--- src/rtl/riscv_pkg.sv ---
// Shared RISC-V definitions: major opcodes, the canonical NOP and the fetch FSM state type.
package riscv_pkg;

    localparam logic [6:0] OP_RTYPE  = 7'b0110011;
    localparam logic [6:0] OP_ITYPE  = 7'b0010011;
    localparam logic [6:0] OP_LOAD   = 7'b0000011;
    localparam logic [6:0] OP_STORE  = 7'b0100011;
    localparam logic [6:0] OP_BRANCH = 7'b1100011;
    localparam logic [6:0] OP_JAL    = 7'b1101111;
    localparam logic [6:0] OP_JALR   = 7'b1100111;
    localparam logic [6:0] OP_LUI    = 7'b0110111;
    localparam logic [6:0] OP_AUIPC  = 7'b0010111;

    // addi x0, x0, 0
    localparam logic [31:0] NOP_INSTR = 32'h0000_0013;

    typedef enum logic [1:0] {
        ST_FETCH = 2'd0,
        ST_WAIT  = 2'd1,
        ST_HOLD  = 2'd2
    } fetch_state_t;

    function automatic logic [31:0] align_word(input logic [31:0] addr);
        return addr & 32'hFFFF_FFFC;
    endfunction

endpackage

--- src/rtl/instruction_fetch_unit_if.sv ---
// Instruction-memory bus: request handshake plus response word.
interface instruction_fetch_unit_if;

    logic        imem_req_valid;
    logic        imem_req_ready;
    logic [31:0] imem_addr;
    logic        imem_rsp_valid;
    logic [31:0] imem_rsp_data;

    modport master (
        output imem_req_valid,
        output imem_addr,
        input  imem_req_ready,
        input  imem_rsp_valid,
        input  imem_rsp_data
    );

    modport slave (
        input  imem_req_valid,
        input  imem_addr,
        output imem_req_ready,
        output imem_rsp_valid,
        output imem_rsp_data
    );

endinterface

--- src/rtl/fetch_pc_reg.sv ---
// Program counter register with next-PC selection between sequential +4 and an aligned branch target.
module fetch_pc_reg #(
    parameter logic [31:0] RESET_PC = 32'h0000_0000
) (
    input  logic        clk,
    input  logic        reset,
    input  logic        load_en,
    input  logic        branch_taken,
    input  logic [31:0] branch_target,
    output logic [31:0] pc
);
    import riscv_pkg::*;

    logic [31:0] pc_q;
    logic [31:0] pc_d;

    // The +4 path wraps naturally at the top of the address space.
    always_comb begin
        pc_d = pc_q;
        if (load_en) begin
            pc_d = branch_taken ? align_word(branch_target) : pc_q + 32'd4;
        end
    end

    always_ff @(posedge clk or negedge reset) begin
        if (!reset) begin
            pc_q <= RESET_PC;
        end else begin
            pc_q <= pc_d;
        end
    end

    assign pc = pc_q;

endmodule

--- src/rtl/instruction_fetch_unit.sv ---
// Fetch stage: issues one imem request per instruction, holds the returned word until the datapath retires it.
module instruction_fetch_unit #(
    parameter logic [31:0] RESET_PC  = 32'h0000_0000,
    parameter logic [31:0] NOP_INSTR = riscv_pkg::NOP_INSTR
) (
    input  logic                            clk,
    input  logic                            reset,
    instruction_fetch_unit_if.master        imem,
    input  logic                            stall,
    input  logic                            branch_taken,
    input  logic [31:0]                     branch_target,
    output logic                            instr_valid,
    output logic [31:0]                     instr,
    output logic [6:0]                      opcode,
    output logic [31:0]                     pc,
    output logic [31:0]                     retire_count
);
    import riscv_pkg::*;

    fetch_state_t state_q;
    fetch_state_t state_d;
    logic         req_valid_q;
    logic         req_valid_d;
    logic         instr_valid_q;
    logic         instr_valid_d;
    logic [31:0]  instr_q;
    logic [31:0]  instr_d;
    logic [31:0]  retire_count_q;
    logic [31:0]  retire_count_d;
    logic         retire;
    logic [31:0]  pc_q;

    // req_valid is a registered decode of the next state, so it never sees imem_req_ready combinationally.
    always_comb begin
        state_d        = state_q;
        instr_d        = instr_q;
        instr_valid_d  = instr_valid_q;
        retire_count_d = retire_count_q;
        retire         = 1'b0;
        case (state_q)
            ST_FETCH: begin
                if (req_valid_q && imem.imem_req_ready) begin
                    state_d = ST_WAIT;
                end
            end
            ST_WAIT: begin
                if (imem.imem_rsp_valid) begin
                    instr_d       = imem.imem_rsp_data;
                    instr_valid_d = 1'b1;
                    state_d       = ST_HOLD;
                end
            end
            ST_HOLD: begin
                if (!stall) begin
                    retire         = 1'b1;
                    instr_d        = NOP_INSTR;
                    instr_valid_d  = 1'b0;
                    retire_count_d = retire_count_q + 32'd1;
                    state_d        = ST_FETCH;
                end
            end
            default: begin
                state_d = ST_FETCH;
            end
        endcase
        req_valid_d = (state_d == ST_FETCH);
    end

    always_ff @(posedge clk or negedge reset) begin
        if (!reset) begin
            state_q        <= ST_FETCH;
            req_valid_q    <= 1'b0;
            instr_valid_q  <= 1'b0;
            instr_q        <= NOP_INSTR;
            retire_count_q <= 32'd0;
        end else begin
            state_q        <= state_d;
            req_valid_q    <= req_valid_d;
            instr_valid_q  <= instr_valid_d;
            instr_q        <= instr_d;
            retire_count_q <= retire_count_d;
        end
    end

    fetch_pc_reg #(
        .RESET_PC(RESET_PC)
    ) u_pc_reg (
        .clk          (clk),
        .reset        (reset),
        .load_en      (retire),
        .branch_taken (branch_taken),
        .branch_target(branch_target),
        .pc           (pc_q)
    );

    assign imem.imem_req_valid = req_valid_q;
    assign imem.imem_addr      = pc_q;
    assign instr_valid         = instr_valid_q;
    assign instr               = instr_q;
    assign opcode              = instr_q[6:0];
    assign pc                  = pc_q;
    assign retire_count        = retire_count_q;

endmodule
--- src/flat_wrapper.sv ---
// flat-port wrapper written by rule: the top's interface ports become plain ports
module instruction_fetch_unit_flat import riscv_pkg::*;
#(
    parameter logic [31:0] RESET_PC  = 32'h0000_0000,
    parameter logic [31:0] NOP_INSTR = riscv_pkg::NOP_INSTR
)
  (clk, reset, stall, branch_taken, branch_target, instr_valid, instr, opcode, pc, retire_count, imem_imem_req_valid, imem_imem_addr, imem_imem_req_ready, imem_imem_rsp_valid, imem_imem_rsp_data);
  instruction_fetch_unit_if imem_i ();
  input  logic clk;
  input  logic reset;
  input  logic stall;
  input  logic branch_taken;
  input  logic [31:0] branch_target;
  output logic instr_valid;
  output logic [31:0] instr;
  output logic [6:0] opcode;
  output logic [31:0] pc;
  output logic [31:0] retire_count;
  output wire logic [$bits(imem_i.imem_req_valid)-1:0] imem_imem_req_valid;
  output wire logic [$bits(imem_i.imem_addr)-1:0] imem_imem_addr;
  input wire logic [$bits(imem_i.imem_req_ready)-1:0] imem_imem_req_ready;
  input wire logic [$bits(imem_i.imem_rsp_valid)-1:0] imem_imem_rsp_valid;
  input wire logic [$bits(imem_i.imem_rsp_data)-1:0] imem_imem_rsp_data;
  assign imem_imem_req_valid = imem_i.imem_req_valid;
  assign imem_imem_addr = imem_i.imem_addr;
  assign imem_i.imem_req_ready = imem_imem_req_ready;
  assign imem_i.imem_rsp_valid = imem_imem_rsp_valid;
  assign imem_i.imem_rsp_data = imem_imem_rsp_data;
  instruction_fetch_unit #(.RESET_PC(RESET_PC), .NOP_INSTR(NOP_INSTR)) u_core (.clk(clk), .reset(reset), .imem(imem_i), .stall(stall), .branch_taken(branch_taken), .branch_target(branch_target), .instr_valid(instr_valid), .instr(instr), .opcode(opcode), .pc(pc), .retire_count(retire_count));
endmodule
--- config.mk ---
export PLATFORM = sky130hd
export DESIGN_NAME = instruction_fetch_unit_flat
export DESIGN_NICKNAME = d
export VERILOG_FILES = /design/src/rtl/riscv_pkg.sv /design/src/rtl/instruction_fetch_unit_if.sv /design/src/rtl/fetch_pc_reg.sv /design/src/rtl/instruction_fetch_unit.sv /design/src/flat_wrapper.sv
export SDC_FILE = /design/constraint.sdc
export NUM_CORES = 1
export LEC_CHECK = 0
export CORE_MARGIN = 2
export CORE_UTILIZATION = 47
export DETAILED_ROUTE_END_ITERATION = 8
export HOLD_SLACK_MARGIN = 0.1
export PLACE_DENSITY = 0.86
export SETUP_SLACK_MARGIN = 0.05
export SLEW_MARGIN = 30
export SYNTH_ARGS = -nofsm -noshare
export SYNTH_HDL_FRONTEND = slang
export SYNTH_SLANG_ARGS = --single-unit
--- constraint.sdc ---
create_clock -name clk -period 2.5 [get_ports clk]
set_input_delay 0.375 -clock clk [delete_from_list [all_inputs] [get_ports clk]]
set_output_delay 0.375 -clock clk [all_outputs]
set_load 0.1 [all_outputs]
==> results.json <==
{
  "status": "complete, no violations",
  "clock_sinks": 98,
  "synthXorXnorAreaFrac_pct": 5.243,
  "grt_max_degree": 52,
  "setup-violations-final": 0,
  "slew_headroom_pct": 54.32,
  "clock.fmax_ghz": 0.4956,
  "gp_congestion": 0.8803,
  "hold_viol_final": 0,
  "h-tree-depth": 3,
  "area_growth_pct": 33.37,
  "drive_above_1_share_pct": 27.02,
  "synth_seq_cells": 98,
  "slew_viol_final": 0,
  "grt_util_all_layers_pct": 23.76,
  "synth_edf_count": 0,
  "grt_pass1_wl_mm": 22.23,
  "die_w_um": 109.0,
  "syn_avg_cell_area_um2": 9.959,
  "post-route-period-util_pct": 80.72,
  "nNetsFinal": 748,
  "synthMuxAreaShare_pct": 0.6040,
  "ctsLongestPathBuffers": 2,
  "drc_errors": 0,
  "via_per_inst": 5.664,
  "n_antenna_cell": 0,
  "async_flop_share_pct": 100.0,
  "synth_cells": 520,
  "postRouteAntennaNets": 0,
  "synth_adder_area_share_pct": 0.4832,
  "synth_top_family_by_area": "simple AND/OR/NAND/NOR gates",
  "cts_tree": "yes",
  "dpl.hpwl_mm": 9.920,
  "start_kind": "flip-flop",
  "hold_path.class": "flip-flop to flip-flop",
  "clk_latency_ns": 0.37,
  "die_y_um": 109.0,
  "cp-end-kind": "flip-flop",
  "ios": 207,
  "start_util_pct": 47.98,
  "cts_setup_buffers": 0,
  "row_count": 38,
  "synth_area_leaders": "dfrtp_1 46%, buf_4 5.9%, a22o_1 4.7%, xor2_1 3.6%, nand2_1 2.5%",
  "synth-simple-area-share_pct": 20.25,
  "gr-total-overflow": 0,
  "io_buffers": 200,
  "worst_pin_slew_ns": 0.6852,
  "yosys.cell_types.count": 55,
  "core_um2": 10790,
  "first_global_vias": 4531,
  "synth_top_cell_area_share_pct": 45.90,
  "drt_first_iter_violations": 240,
  "wl_per_cell_um": 17.04,
  "cp.required_ns": 2.79,
  "skew_ns": 0.009479,
  "cts_root_buffer": "clkbuf_8",
  "synth-compound-area-share_pct": 16.43,
  "cts_buffers": 9,
  "yosys_most_used_dff": "dfrtp_1",
  "rsz0062_at_grt": "no",
  "maxCapViolations": 0,
  "synth_top_cell_by_area": "dfrtp_1",
  "routed_wirelength_mm": 13.99,
  "cp_max_fo": 13,
  "final.min_clock_period_ns": 2.018,
  "cp.arrival_ns": 2.31,
  "die-area_um2": 11870,
  "vias": 4650,
  "ys_seq_area_share_pct": 47.43,
  "tns_ns": 0,
  "dr.pass1.iters": 5,
  "syn_area_um2": 5179,
  "antenna_found_initial": 0,
  "yosys_warnings": 0,
  "clkTransAtPathRegs_ns": 0.10,
  "num-fill-cells": 886,
  "crit_type": "flip-flop to flip-flop"
}
==> per-stage QoR <==
| step | hold slack, ns | util [%] | setup WS [ns] | instances | area (um^2) |
|---|---|---|---|---|---|
| floorplan | 0.07941 | - | 0.07888 | 523 | 5190 |
| global placement | 0.4506 | 62.06 | 0.1648 | 804 | 6698 |
| detailed placement | 0.4564 | 62.10 | 0.1398 | 804 | 6703 |
| CTS | 0.4862 | 63.99 | 0.4890 | 821 | 6907 |
| global route | 0.5222 | 63.99 | 0.2373 | 821 | 6907 |
| finish | 0.4827 | 63.99 | 0.4820 | 821 | 6907 |
==> state kept, by name, indices dropped and copies added (netlist names) <==
register,flops
u_core.instr,32
u_core.retire_count,32
u_core.u_pc_reg.pc,30
u_core.state_q,2
u_core.imem.imem_req_valid,1
u_core.instr_valid,1
==> routing by layer <==
layer,up-vias,track usage (%),part of all wire [%]
li1,2175,-,-
met1,2250,30.63,40
met2,205,39.62,50
met3,20,5.439,8.0
met4,0,7.601,1.7
met5,-,0,0
==> logic make-up after synthesis <==
group / Yosys count
AOI/OAI and AO/OA: 121
xor gates and xnor gates: 31
adders and majority gates: 2
buffers and inverters: 83
DFF: 98
muxes: 3
other: 1
and+or+nand+nor: 181
==> critical path, cell delays in order, from the launching register on <==
cell       delay [ns]
dfrtp_1          0.50
nand4bb_4        0.31
or4_4            0.65
nor4_1           0.31
xor2_1           0.17
==> synth_stat cells (all sizes together), types with 11 or more instances <==
library cell / number
a211oi: 11
a21oi: 20
a22o: 28
and3: 11
buf: 53
clkbuf: 16
dfrtp: 95
inv: 14
nand2: 35
nand3: 20
nand4: 15
nor2: 29
nor3: 26
o21ai: 26
xor2: 21
==> worst paths after layout <==
check	cells after the start	slack, ns	endpoint	startpoint
max	4	0.48	u_core.retire_count[25]	u_core.state_q[0]
min in group asynchronous	2	0.57	u_core.instr[13]	reset
min reg2reg	1	0.48	u_core.retire_count[31]	u_core.retire_count[31]
max reg2reg	4	0.48	u_core.retire_count[25]	u_core.state_q[0]
min	1	0.48	u_core.retire_count[31]	u_core.retire_count[31]
max in group asynchronous	3	1.21	u_core.u_pc_reg.pc[12]	reset
==> cells in the final DEF, fill, tap and decap left out, types with 4 or more instances in the layout <==
master,count
conb_1,4
and2_1,4
nand4_1,15
o22ai_1,6
nor3_1,17
nor2_1,28
o21ai_0,26
nor3_2,9
and4_1,6
nand2_1,35
a311oi_1,10
clkbuf_8,10
dfrtp_1,95
buf_4,142
a22o_1,28
a211oi_1,11
xnor2_1,10
a31oi_1,4
clkdlybuf4s50_1,66
or3_1,9
nand3_1,20
nor4_1,7
o22a_1,4
and3_1,11
a21oi_1,20
xor2_1,21
inv_1,14
==> final cells by class <==
type | instances | area (um^2) | area share [%]
flip-flops and latches | 98 | 2456 | 35.56
multi-input cells | 342 | 2252 | 32.61
repair buffers | 211 | 1777 | 25.72
well taps | 140 | 175.2 | 2.536
clock buffers | 10 | 137.6 | 1.993
clock inverters | 6 | 56.30 | 0.8152
inverters | 14 | 52.55 | 0.7609
==> what timing repair did <==
item	in CTS	in global routing
hold buffers	1	0
setup endpoints to repair	0	0
hold endpoints to repair	47	0
resized for setup	0	0
Power is left out: the tool's default activity adds up to more than one toggle a clock period on the data nets, which glitch-free logic cannot reach.
